--- config.mk ---
export PLATFORM = sky130hd
export DESIGN_NAME = z_decode_stage_flat
export DESIGN_NICKNAME = d
export VERILOG_FILES = /design/src/rtl/z_decode_pkg.sv /design/src/rtl/z_decode_stage_if.sv /design/src/rtl/z_decode_ctrl.sv /design/src/rtl/z_decode_stage.sv /design/src/flat_wrapper.sv
export SDC_FILE = /design/constraint.sdc
export NUM_CORES = 1
export LEC_CHECK = 0
export BUFFER_PORTS_ARGS = -buffer_cell sky130_fd_sc_hd__clkbuf_2
export CAP_MARGIN = 10
export CELL_PAD_IN_SITES_DETAIL_PLACEMENT = 0
export CELL_PAD_IN_SITES_GLOBAL_PLACEMENT = 1
export CORE_MARGIN = 4
export CORE_UTILIZATION = 42
export CTS_BUF_LIST = sky130_fd_sc_hd__clkbuf_2
export DETAILED_ROUTE_END_ITERATION = 10
export PLACE_DENSITY_LB_ADDON = 0.1
export SLEW_MARGIN = 40
export SYNTH_ARGS = -nofsm -noshare
export SYNTH_HDL_FRONTEND = slang
export SYNTH_SLANG_ARGS = --single-unit
--- constraint.sdc ---
create_clock -name clk -period 2.15 [get_ports clk]
set_input_delay 0.43 -clock clk [delete_from_list [all_inputs] [get_ports clk]]
set_output_delay 0.43 -clock clk [all_outputs]
set_load 0.05 [all_outputs]
--- src/rtl/z_decode_pkg.sv ---
// Shared encodings and decoded-control record for the decode stage.
// Optional feature macro: Z_DECODE_JAL_EN (adds jal decode).
package z_decode_pkg;

  localparam logic [5:0] OP_RTYPE = 6'h00;
  localparam logic [5:0] OP_J     = 6'h02;
`ifdef Z_DECODE_JAL_EN
  localparam logic [5:0] OP_JAL   = 6'h03;
`endif
  localparam logic [5:0] OP_BEQ   = 6'h04;
  localparam logic [5:0] OP_BNE   = 6'h05;
  localparam logic [5:0] OP_ADDIU = 6'h09;
  localparam logic [5:0] OP_ANDI  = 6'h0c;
  localparam logic [5:0] OP_ORI   = 6'h0d;
  localparam logic [5:0] OP_LW    = 6'h23;
  localparam logic [5:0] OP_SW    = 6'h2b;

  localparam logic [5:0] FN_SLL  = 6'h00;
  localparam logic [5:0] FN_SRL  = 6'h02;
  localparam logic [5:0] FN_ADDU = 6'h21;
  localparam logic [5:0] FN_SUBU = 6'h23;
  localparam logic [5:0] FN_AND  = 6'h24;
  localparam logic [5:0] FN_OR   = 6'h25;
  localparam logic [5:0] FN_XOR  = 6'h26;
  localparam logic [5:0] FN_NOR  = 6'h27;
  localparam logic [5:0] FN_SLT  = 6'h2a;

  localparam logic [4:0] LINK_REG = 5'd31;

  typedef enum logic [3:0] {
    ALU_ADD = 4'd0, ALU_SUB = 4'd1, ALU_AND = 4'd2, ALU_OR  = 4'd3,
    ALU_SLT = 4'd4, ALU_SLL = 4'd5, ALU_SRL = 4'd6, ALU_XOR = 4'd7,
    ALU_NOR = 4'd8
  } alu_op_e;

  typedef struct packed {
    logic        jump;
    logic        branch;
    logic        branch_ne;
    logic        mem_to_reg;
    logic        sign_ext;
    logic        reg_dest;
    logic        mem_write;
    logic        alu_sel;
    logic        reg_write;
    logic        link;
    logic        illegal;
    alu_op_e     alu_op;
    logic [4:0]  shamt;
    logic [4:0]  rs;
    logic [4:0]  rt;
    logic [4:0]  rd;
    logic [15:0] imm;
    logic [25:0] target;
  } dec_ctrl_t;

endpackage

--- src/rtl/z_decode_stage_if.sv ---
// Fetch-side and execute-side handshake/bus of the decode stage.
interface z_decode_stage_if #(parameter int PC_W = 32);
  logic            in_valid, in_ready;
  logic [31:0]     in_insn;
  logic [PC_W-1:0] in_pc;
  logic            out_valid, out_ready;
  logic [PC_W-1:0] out_pc;
  logic            out_jump, out_branch, out_branch_ne, out_mem_to_reg, out_sign_ext;
  logic            out_reg_dest, out_mem_write, out_alu_sel, out_reg_write, out_link, out_illegal;
  logic [3:0]      out_alu_op;
  logic [4:0]      out_shamt, out_rs, out_rt, out_rd;
  logic [15:0]     out_imm;
  logic [25:0]     out_target;

  modport slave (
    input  in_valid, in_insn, in_pc, out_ready,
    output in_ready, out_valid, out_pc, out_jump, out_branch, out_branch_ne,
           out_mem_to_reg, out_sign_ext, out_reg_dest, out_mem_write, out_alu_sel,
           out_reg_write, out_link, out_illegal, out_alu_op, out_shamt, out_rs,
           out_rt, out_rd, out_imm, out_target
  );
  modport master (
    output in_valid, in_insn, in_pc, out_ready,
    input  in_ready, out_valid, out_pc, out_jump, out_branch, out_branch_ne,
           out_mem_to_reg, out_sign_ext, out_reg_dest, out_mem_write, out_alu_sel,
           out_reg_write, out_link, out_illegal, out_alu_op, out_shamt, out_rs,
           out_rt, out_rd, out_imm, out_target
  );
endinterface

--- src/rtl/z_decode_ctrl.sv ---
// Combinational instruction decoder: 32-bit word -> dec_ctrl_t.
// Optional feature macro: Z_DECODE_JAL_EN (jal recognised; else illegal).
module z_decode_ctrl
  import z_decode_pkg::*;
(
  input  logic [31:0] i_insn,
  output dec_ctrl_t   o_ctrl
);
  logic [5:0] w_op, w_fn;
  assign w_op = i_insn[31:26];
  assign w_fn = i_insn[5:0];

  // Opcode/funct decode; illegal encodings get every flag cleared afterwards
  always_comb begin
    o_ctrl        = '0;
    o_ctrl.alu_op = ALU_ADD;
    o_ctrl.rs     = i_insn[25:21];
    o_ctrl.rt     = i_insn[20:16];
    o_ctrl.rd     = i_insn[15:11];
    o_ctrl.imm    = i_insn[15:0];
    o_ctrl.target = i_insn[25:0];
    case (w_op)
      OP_RTYPE: begin
        o_ctrl.reg_dest  = 1'b1;
        o_ctrl.reg_write = 1'b1;
        o_ctrl.shamt     = i_insn[10:6];
        case (w_fn)
          FN_ADDU: o_ctrl.alu_op = ALU_ADD;
          FN_SUBU: o_ctrl.alu_op = ALU_SUB;
          FN_AND:  o_ctrl.alu_op = ALU_AND;
          FN_OR:   o_ctrl.alu_op = ALU_OR;
          FN_SLT:  o_ctrl.alu_op = ALU_SLT;
          FN_SLL:  o_ctrl.alu_op = ALU_SLL;
          FN_SRL:  o_ctrl.alu_op = ALU_SRL;
          FN_XOR:  o_ctrl.alu_op = ALU_XOR;
          FN_NOR:  o_ctrl.alu_op = ALU_NOR;
          default: o_ctrl.illegal = 1'b1;
        endcase
      end
      OP_ADDIU: begin
        o_ctrl.alu_sel = 1'b1; o_ctrl.sign_ext = 1'b1; o_ctrl.reg_write = 1'b1;
      end
      OP_ANDI: begin
        o_ctrl.alu_sel = 1'b1; o_ctrl.reg_write = 1'b1; o_ctrl.alu_op = ALU_AND;
      end
      OP_ORI: begin
        o_ctrl.alu_sel = 1'b1; o_ctrl.reg_write = 1'b1; o_ctrl.alu_op = ALU_OR;
      end
      OP_BEQ, OP_BNE: begin
        o_ctrl.branch    = 1'b1;
        o_ctrl.sign_ext  = 1'b1;
        o_ctrl.alu_op    = ALU_SUB;
        o_ctrl.branch_ne = (w_op == OP_BNE);
      end
      OP_LW: begin
        o_ctrl.alu_sel = 1'b1; o_ctrl.sign_ext = 1'b1;
        o_ctrl.reg_write = 1'b1; o_ctrl.mem_to_reg = 1'b1;
      end
      OP_SW: begin
        o_ctrl.alu_sel = 1'b1; o_ctrl.sign_ext = 1'b1; o_ctrl.mem_write = 1'b1;
      end
      OP_J: o_ctrl.jump = 1'b1;
`ifdef Z_DECODE_JAL_EN
      OP_JAL: begin
        o_ctrl.jump = 1'b1; o_ctrl.reg_write = 1'b1;
        o_ctrl.link = 1'b1; o_ctrl.rd = LINK_REG;
      end
`endif
      default: o_ctrl.illegal = 1'b1;
    endcase
    // Nothing downstream may act on an unsupported encoding; fields stay visible
    if (o_ctrl.illegal) begin
      o_ctrl.jump = 1'b0;      o_ctrl.branch = 1'b0;    o_ctrl.branch_ne = 1'b0;
      o_ctrl.mem_to_reg = 1'b0; o_ctrl.sign_ext = 1'b0; o_ctrl.reg_dest = 1'b0;
      o_ctrl.mem_write = 1'b0; o_ctrl.alu_sel = 1'b0;   o_ctrl.reg_write = 1'b0;
      o_ctrl.link = 1'b0;      o_ctrl.alu_op = ALU_ADD;
    end
  end
endmodule

--- src/rtl/z_decode_stage.sv ---
// Registered decode stage with a 2-entry (output reg + skid) valid/ready buffer.
// in_ready comes straight from the skid-valid flop, so out_ready never reaches it.
// Optional feature macro: Z_DECODE_JAL_EN (jal decode and live out_link).
module z_decode_stage
  import z_decode_pkg::*;
#(
  parameter int PC_W          = 32,
  parameter int SKID_EN_DEPTH = 2
)(
  input  logic             clk,
  input  logic             rst_n,
  input  logic             flush,
  z_decode_stage_if.slave  bus
);
  if (SKID_EN_DEPTH != 2) begin : g_bad_depth
    $error("z_decode_stage: SKID_EN_DEPTH must be 2");
  end

  typedef struct packed {
    logic [PC_W-1:0] pc;
    dec_ctrl_t       ctrl;
  } ent_t;

  ent_t      r_out, r_skid, w_in;
  logic      r_out_vld, r_skid_vld;
  dec_ctrl_t w_ctrl;
  logic      w_acc, w_load;

  z_decode_ctrl u_ctrl (.i_insn(bus.in_insn), .o_ctrl(w_ctrl));

  assign w_in   = '{pc: bus.in_pc, ctrl: w_ctrl};
  assign w_acc  = bus.in_valid && !r_skid_vld;
  // Output register may take a new entry when empty or being consumed
  assign w_load = !r_out_vld || bus.out_ready;

  // Buffer update: flush wins; drained output prefers the skid entry over new input
  always_ff @(posedge clk or negedge rst_n) begin
    if (!rst_n) begin
      r_out_vld  <= 1'b0;
      r_skid_vld <= 1'b0;
      r_out      <= '0;
      r_skid     <= '0;
    end else if (flush) begin
      r_out_vld  <= 1'b0;
      r_skid_vld <= 1'b0;
    end else if (w_load) begin
      if (r_skid_vld) begin
        r_out      <= r_skid;
        r_out_vld  <= 1'b1;
        r_skid_vld <= 1'b0;   // in_ready was 0, so no input this cycle
      end else begin
        r_out_vld <= w_acc;
        if (w_acc) r_out <= w_in;
      end
    end else if (w_acc) begin
      r_skid     <= w_in;
      r_skid_vld <= 1'b1;
    end
  end

  assign bus.in_ready       = !r_skid_vld;
  assign bus.out_valid      = r_out_vld;
  assign bus.out_pc         = r_out.pc;
  assign bus.out_jump       = r_out.ctrl.jump;
  assign bus.out_branch     = r_out.ctrl.branch;
  assign bus.out_branch_ne  = r_out.ctrl.branch_ne;
  assign bus.out_mem_to_reg = r_out.ctrl.mem_to_reg;
  assign bus.out_sign_ext   = r_out.ctrl.sign_ext;
  assign bus.out_reg_dest   = r_out.ctrl.reg_dest;
  assign bus.out_mem_write  = r_out.ctrl.mem_write;
  assign bus.out_alu_sel    = r_out.ctrl.alu_sel;
  assign bus.out_reg_write  = r_out.ctrl.reg_write;
  assign bus.out_illegal    = r_out.ctrl.illegal;
  assign bus.out_alu_op     = r_out.ctrl.alu_op;
  assign bus.out_shamt      = r_out.ctrl.shamt;
  assign bus.out_rs         = r_out.ctrl.rs;
  assign bus.out_rt         = r_out.ctrl.rt;
  assign bus.out_rd         = r_out.ctrl.rd;
  assign bus.out_imm        = r_out.ctrl.imm;
  assign bus.out_target     = r_out.ctrl.target;
`ifdef Z_DECODE_JAL_EN
  assign bus.out_link       = r_out.ctrl.link;
`else
  logic w_unused_link;
  assign w_unused_link      = r_out.ctrl.link;
  assign bus.out_link       = 1'b0;
`endif
endmodule

--- src/flat_wrapper.sv ---
// flat-port wrapper written by rule: the top's interface ports become plain ports
module z_decode_stage_flat import z_decode_pkg::*;
#(
  parameter int PC_W          = 32,
  parameter int SKID_EN_DEPTH = 2
)
  (clk, rst_n, flush, bus_in_valid, bus_in_insn, bus_in_pc, bus_out_ready, bus_in_ready, bus_out_valid, bus_out_pc, bus_out_jump, bus_out_branch, bus_out_branch_ne, bus_out_mem_to_reg, bus_out_sign_ext, bus_out_reg_dest, bus_out_mem_write, bus_out_alu_sel, bus_out_reg_write, bus_out_link, bus_out_illegal, bus_out_alu_op, bus_out_shamt, bus_out_rs, bus_out_rt, bus_out_rd, bus_out_imm, bus_out_target);
  z_decode_stage_if #(.PC_W(PC_W)) bus_i ();
  input  logic clk;
  input  logic rst_n;
  input  logic flush;
  input wire logic [$bits(bus_i.in_valid)-1:0] bus_in_valid;
  input wire logic [$bits(bus_i.in_insn)-1:0] bus_in_insn;
  input wire logic [$bits(bus_i.in_pc)-1:0] bus_in_pc;
  input wire logic [$bits(bus_i.out_ready)-1:0] bus_out_ready;
  output wire logic [$bits(bus_i.in_ready)-1:0] bus_in_ready;
  output wire logic [$bits(bus_i.out_valid)-1:0] bus_out_valid;
  output wire logic [$bits(bus_i.out_pc)-1:0] bus_out_pc;
  output wire logic [$bits(bus_i.out_jump)-1:0] bus_out_jump;
  output wire logic [$bits(bus_i.out_branch)-1:0] bus_out_branch;
  output wire logic [$bits(bus_i.out_branch_ne)-1:0] bus_out_branch_ne;
  output wire logic [$bits(bus_i.out_mem_to_reg)-1:0] bus_out_mem_to_reg;
  output wire logic [$bits(bus_i.out_sign_ext)-1:0] bus_out_sign_ext;
  output wire logic [$bits(bus_i.out_reg_dest)-1:0] bus_out_reg_dest;
  output wire logic [$bits(bus_i.out_mem_write)-1:0] bus_out_mem_write;
  output wire logic [$bits(bus_i.out_alu_sel)-1:0] bus_out_alu_sel;
  output wire logic [$bits(bus_i.out_reg_write)-1:0] bus_out_reg_write;
  output wire logic [$bits(bus_i.out_link)-1:0] bus_out_link;
  output wire logic [$bits(bus_i.out_illegal)-1:0] bus_out_illegal;
  output wire logic [$bits(bus_i.out_alu_op)-1:0] bus_out_alu_op;
  output wire logic [$bits(bus_i.out_shamt)-1:0] bus_out_shamt;
  output wire logic [$bits(bus_i.out_rs)-1:0] bus_out_rs;
  output wire logic [$bits(bus_i.out_rt)-1:0] bus_out_rt;
  output wire logic [$bits(bus_i.out_rd)-1:0] bus_out_rd;
  output wire logic [$bits(bus_i.out_imm)-1:0] bus_out_imm;
  output wire logic [$bits(bus_i.out_target)-1:0] bus_out_target;
  assign bus_i.in_valid = bus_in_valid;
  assign bus_i.in_insn = bus_in_insn;
  assign bus_i.in_pc = bus_in_pc;
  assign bus_i.out_ready = bus_out_ready;
  assign bus_in_ready = bus_i.in_ready;
  assign bus_out_valid = bus_i.out_valid;
  assign bus_out_pc = bus_i.out_pc;
  assign bus_out_jump = bus_i.out_jump;
  assign bus_out_branch = bus_i.out_branch;
  assign bus_out_branch_ne = bus_i.out_branch_ne;
  assign bus_out_mem_to_reg = bus_i.out_mem_to_reg;
  assign bus_out_sign_ext = bus_i.out_sign_ext;
  assign bus_out_reg_dest = bus_i.out_reg_dest;
  assign bus_out_mem_write = bus_i.out_mem_write;
  assign bus_out_alu_sel = bus_i.out_alu_sel;
  assign bus_out_reg_write = bus_i.out_reg_write;
  assign bus_out_link = bus_i.out_link;
  assign bus_out_illegal = bus_i.out_illegal;
  assign bus_out_alu_op = bus_i.out_alu_op;
  assign bus_out_shamt = bus_i.out_shamt;
  assign bus_out_rs = bus_i.out_rs;
  assign bus_out_rt = bus_i.out_rt;
  assign bus_out_rd = bus_i.out_rd;
  assign bus_out_imm = bus_i.out_imm;
  assign bus_out_target = bus_i.out_target;
  z_decode_stage #(.PC_W(PC_W), .SKID_EN_DEPTH(SKID_EN_DEPTH)) u_core (.clk(clk), .rst_n(rst_n), .flush(flush), .bus(bus_i));
endmodule
==> results.yml <==
status:
  status: "finished, final reports clean"
setup_path:
  critPathKind: "reg2out"
  path_buf_inv: 2
  critPathRequiredTime_ns: 1.72
  slowest_stage: "dfrtp_4"
  start_kind: "flip-flop"
  worst-path-max-fanout: 6
  slowest_delay_ns: 0.53
  crit_chain: "clkinvlp_4 -> clkbuf_8"
  critical_path.top_delay_family: "flip-flops"
  cp-end-kind: "output port"
  r2r_slack_ns: 0.25
  critPathArrivalTime_ns: 1.55
logic_synthesis:
  syn_area_per_cell_um2: 10.9
  ys_async_sr_fraction: 1.00
  synth_top_area_frac: 0.553
  synth.cell_area_mm2: 0.00706
  ys_warn_count: 0
  synth_ff_type: "dfrtp_1"
  ys_ff_latch: 156
  synth_largest_area_cell: "dfrtp_1"
  yosys-top-cells-count: "dfrtp_1 (156), o21ai_0 (91), nand2_1 (90)"
  synth-edff-count: 0
  yosys-top-cells-area: "dfrtp_1 (55%), mux2_2 (9.4%), mux2i_1 (8.4%), o21ai_0 (6.5%), nand2_1 (4.8%)"
  yosysSeqAreaShare: 0.553
  syn-num-nets: 717
  yosysMostFrequentCell: "dfrtp_1"
  synth_cell_types: 44
  syn_inst: 648
finish:
  largest_reg_flops: 77
  final_layout_size_suffix_gt1_frac: 0.349
  syn_to_final_growth_pct: 26.6
  fill_cells: 1527
  num-nets-final: 927
  largest-register: "u_core.r_skid"
  postLayoutCellArea_mm2: 0.00894
  utilization: 0.541
global_route:
  antenna_found_initial: 1
  grt_max_degree: 105
  grtUsageTotal: 0.182
  grt_pass1_vias: 5458
  grt_pass1_wl_um: 27100
  grt_overflow: 0
timing:
  hold_viol: 0
  rsz0062_at_grt: "false"
  worst_slew_pin_slew_ns: 0.693
  fin_crit_sh: 0.922
  hold_slack_ns: 0.150
  setup_violations: 0
  skew_ns: 0.0228
  slew_headroom: 0.538
  drv_slew: 0
  max_freq_mhz: 505
  fin_crit_ns: 1.98
pwr:
  ir_worst_vdd_mv: 0.428
  p_leak_nw: 4.21
  cellPowerDensity_mw_per_mm2: 850
  power_mw: 7.60
placement:
  io_buffers: 178
  dp_hpwl_um: 11400
  dpl-instance-area_mm2: 0.00810
  gp_congestion: 0.816
flow_run:
  maxCapViolCount: 0
die:
  dieArea_mm2: 0.0189
  ios: 180
  die_h_um: 138
  rows: 47
  start_util: 0.427
  die_w_um: 138
  core_area_mm2: 0.0165
routing:
  ant_nets: 0
  wl_per_cell_um: 15.2
  wirelength_um: 16600
  via_per_inst: 4.91
  vias: 5353
  firstDrtPassIters: 5
  first_iter_violations: 213
  drc: 0
clock_tree:
  ctsHtreeMaxLevel: 4
  clk_pin_slew_ns: 0.19
  cts_buffer_depth: 2
  cts_tree: "built"
  clock-sinks: 156
  cts_root_buf: "clkbuf_2"
  numCtsBuffers: 17
  clkLatencyLatePin_ns: 0.70
worst_hold_path:
  hp-class: "in2reg"
-- worst register-to-register path, cell delays in order, from the launching register on --
cell	delay [ns]
dfrtp_4	0.47
buf_4	0.17
nor2_1	0.08
nand3_4	0.08
buf_4	0.57
mux2_2	0.42
-- final timing paths --
path                                               start  cells after the start                              endpoint
min                                       bus_in_insn[5]                      3         u_core.r_skid[31]$_DFFE_PN0P_
min in group asynchronous                          rst_n                      2  u_core.bus.out_target[4]$_DFFE_PN0P_
max                        u_core.r_skid_vld$_DFFE_PN0P_                      2                          bus_in_ready
max in group asynchronous                          rst_n                      3     u_core.bus.out_pc[15]$_DFFE_PN0P_
max reg2reg                u_core.r_skid_vld$_DFFE_PN0P_                      5         u_core.r_skid[93]$_DFFE_PN0P_
min reg2reg                u_core.r_skid[62]$_DFFE_PN0P_                      1         u_core.r_skid[62]$_DFFE_PN0P_
-- cell type report --
cell class                      count  area [um^2]  share of cell area
Clock inverter                     11          128              0.0143
Sequential cell                   156         3910               0.437
Tap cell                          220          275              0.0308
Timing Repair Buffer              268         1780               0.199
Multi-Input combinational cell    411         2730               0.306
Antenna cell                        2         5.00            0.000560
Inverter                            4         18.8             0.00210
Clock buffer                       19         95.1              0.0106
-- repair_timing --
action	in CTS	in global routing
endpoints found under the setup margin	1	0
endpoints found under the hold margin	166	0
resized for setup	3	0
hold buffers	59	0
setup buffers	1	0
-- routing by layer --
layer	GRT usage	part of all wire
met1	0.238	0.44
met2	0.297	0.48
met3	0.0438	0.054
met4	0.0626	0.016
met5	0	0
-- cells in the final DEF (no fill, tap or decap), drive strengths merged, types with 3 or more instances in the layout --
master / synthesis / layout
mux2i: 59 / 59
nand3: 11 / 11
nor2: 16 / 16
or3: 9 / 9
inv: 4 / 3
mux2: 59 / 59
a31oi: 3 / 3
nor2b: 4 / 4
bufinv: 0 / 3
o21ai: 91 / 91
nand2: 90 / 90
buf: 42 / 32
nor3: 7 / 7
clkbuf: 35 / 196
a21o: 5 / 5
clkinv: 0 / 7
and3: 3 / 3
dlygate4sd3: 0 / 59
a21oi: 26 / 26
dfrtp: 156 / 156
-- kinds of logic after synthesis --
group / Yosys count / synth area share
XOR/XNOR: 2 / 0.00248
other: 1 / 0.000531
multiplexers: 118 / 0.178
flip-flops: 156 / 0.553
buffers and inverters: 81 / 0.0626
AND/OR/NAND/NOR: 152 / 0.0976
AO/OA/AOI/OAI: 138 / 0.106
-- power breakdown --
| part | internal [mW] | total (mW) | switching [mW] | leakage, nW |
|---|---|---|---|---|
| Clock | 0.623 | 1.61 | 0.986 | 0.139 |
| Combinational | 0.696 | 2.30 | 1.60 | 2.11 |
| Sequential | 3.42 | 3.69 | 0.271 | 1.96 |
-- stage by stage --
| stage | setup TNS, ns | worst slack [ns] | instances |
|---|---|---|---|
| 2_1_floorplan | 0 | 0.0549 | 648 |
| 3_3_place_gp | 0 | 0.0153 | 999 |
| 3_5_place_dp | -0.0103 | -0.0103 | 999 |
| 4_1_cts | 0 | 0.0241 | 1089 |
| 5_1_grt | 0 | 0.0154 | 1091 |
| 6_report | 0 | 0.168 | 1091 |
Note: power is estimated with default switching activity, not from simulation.
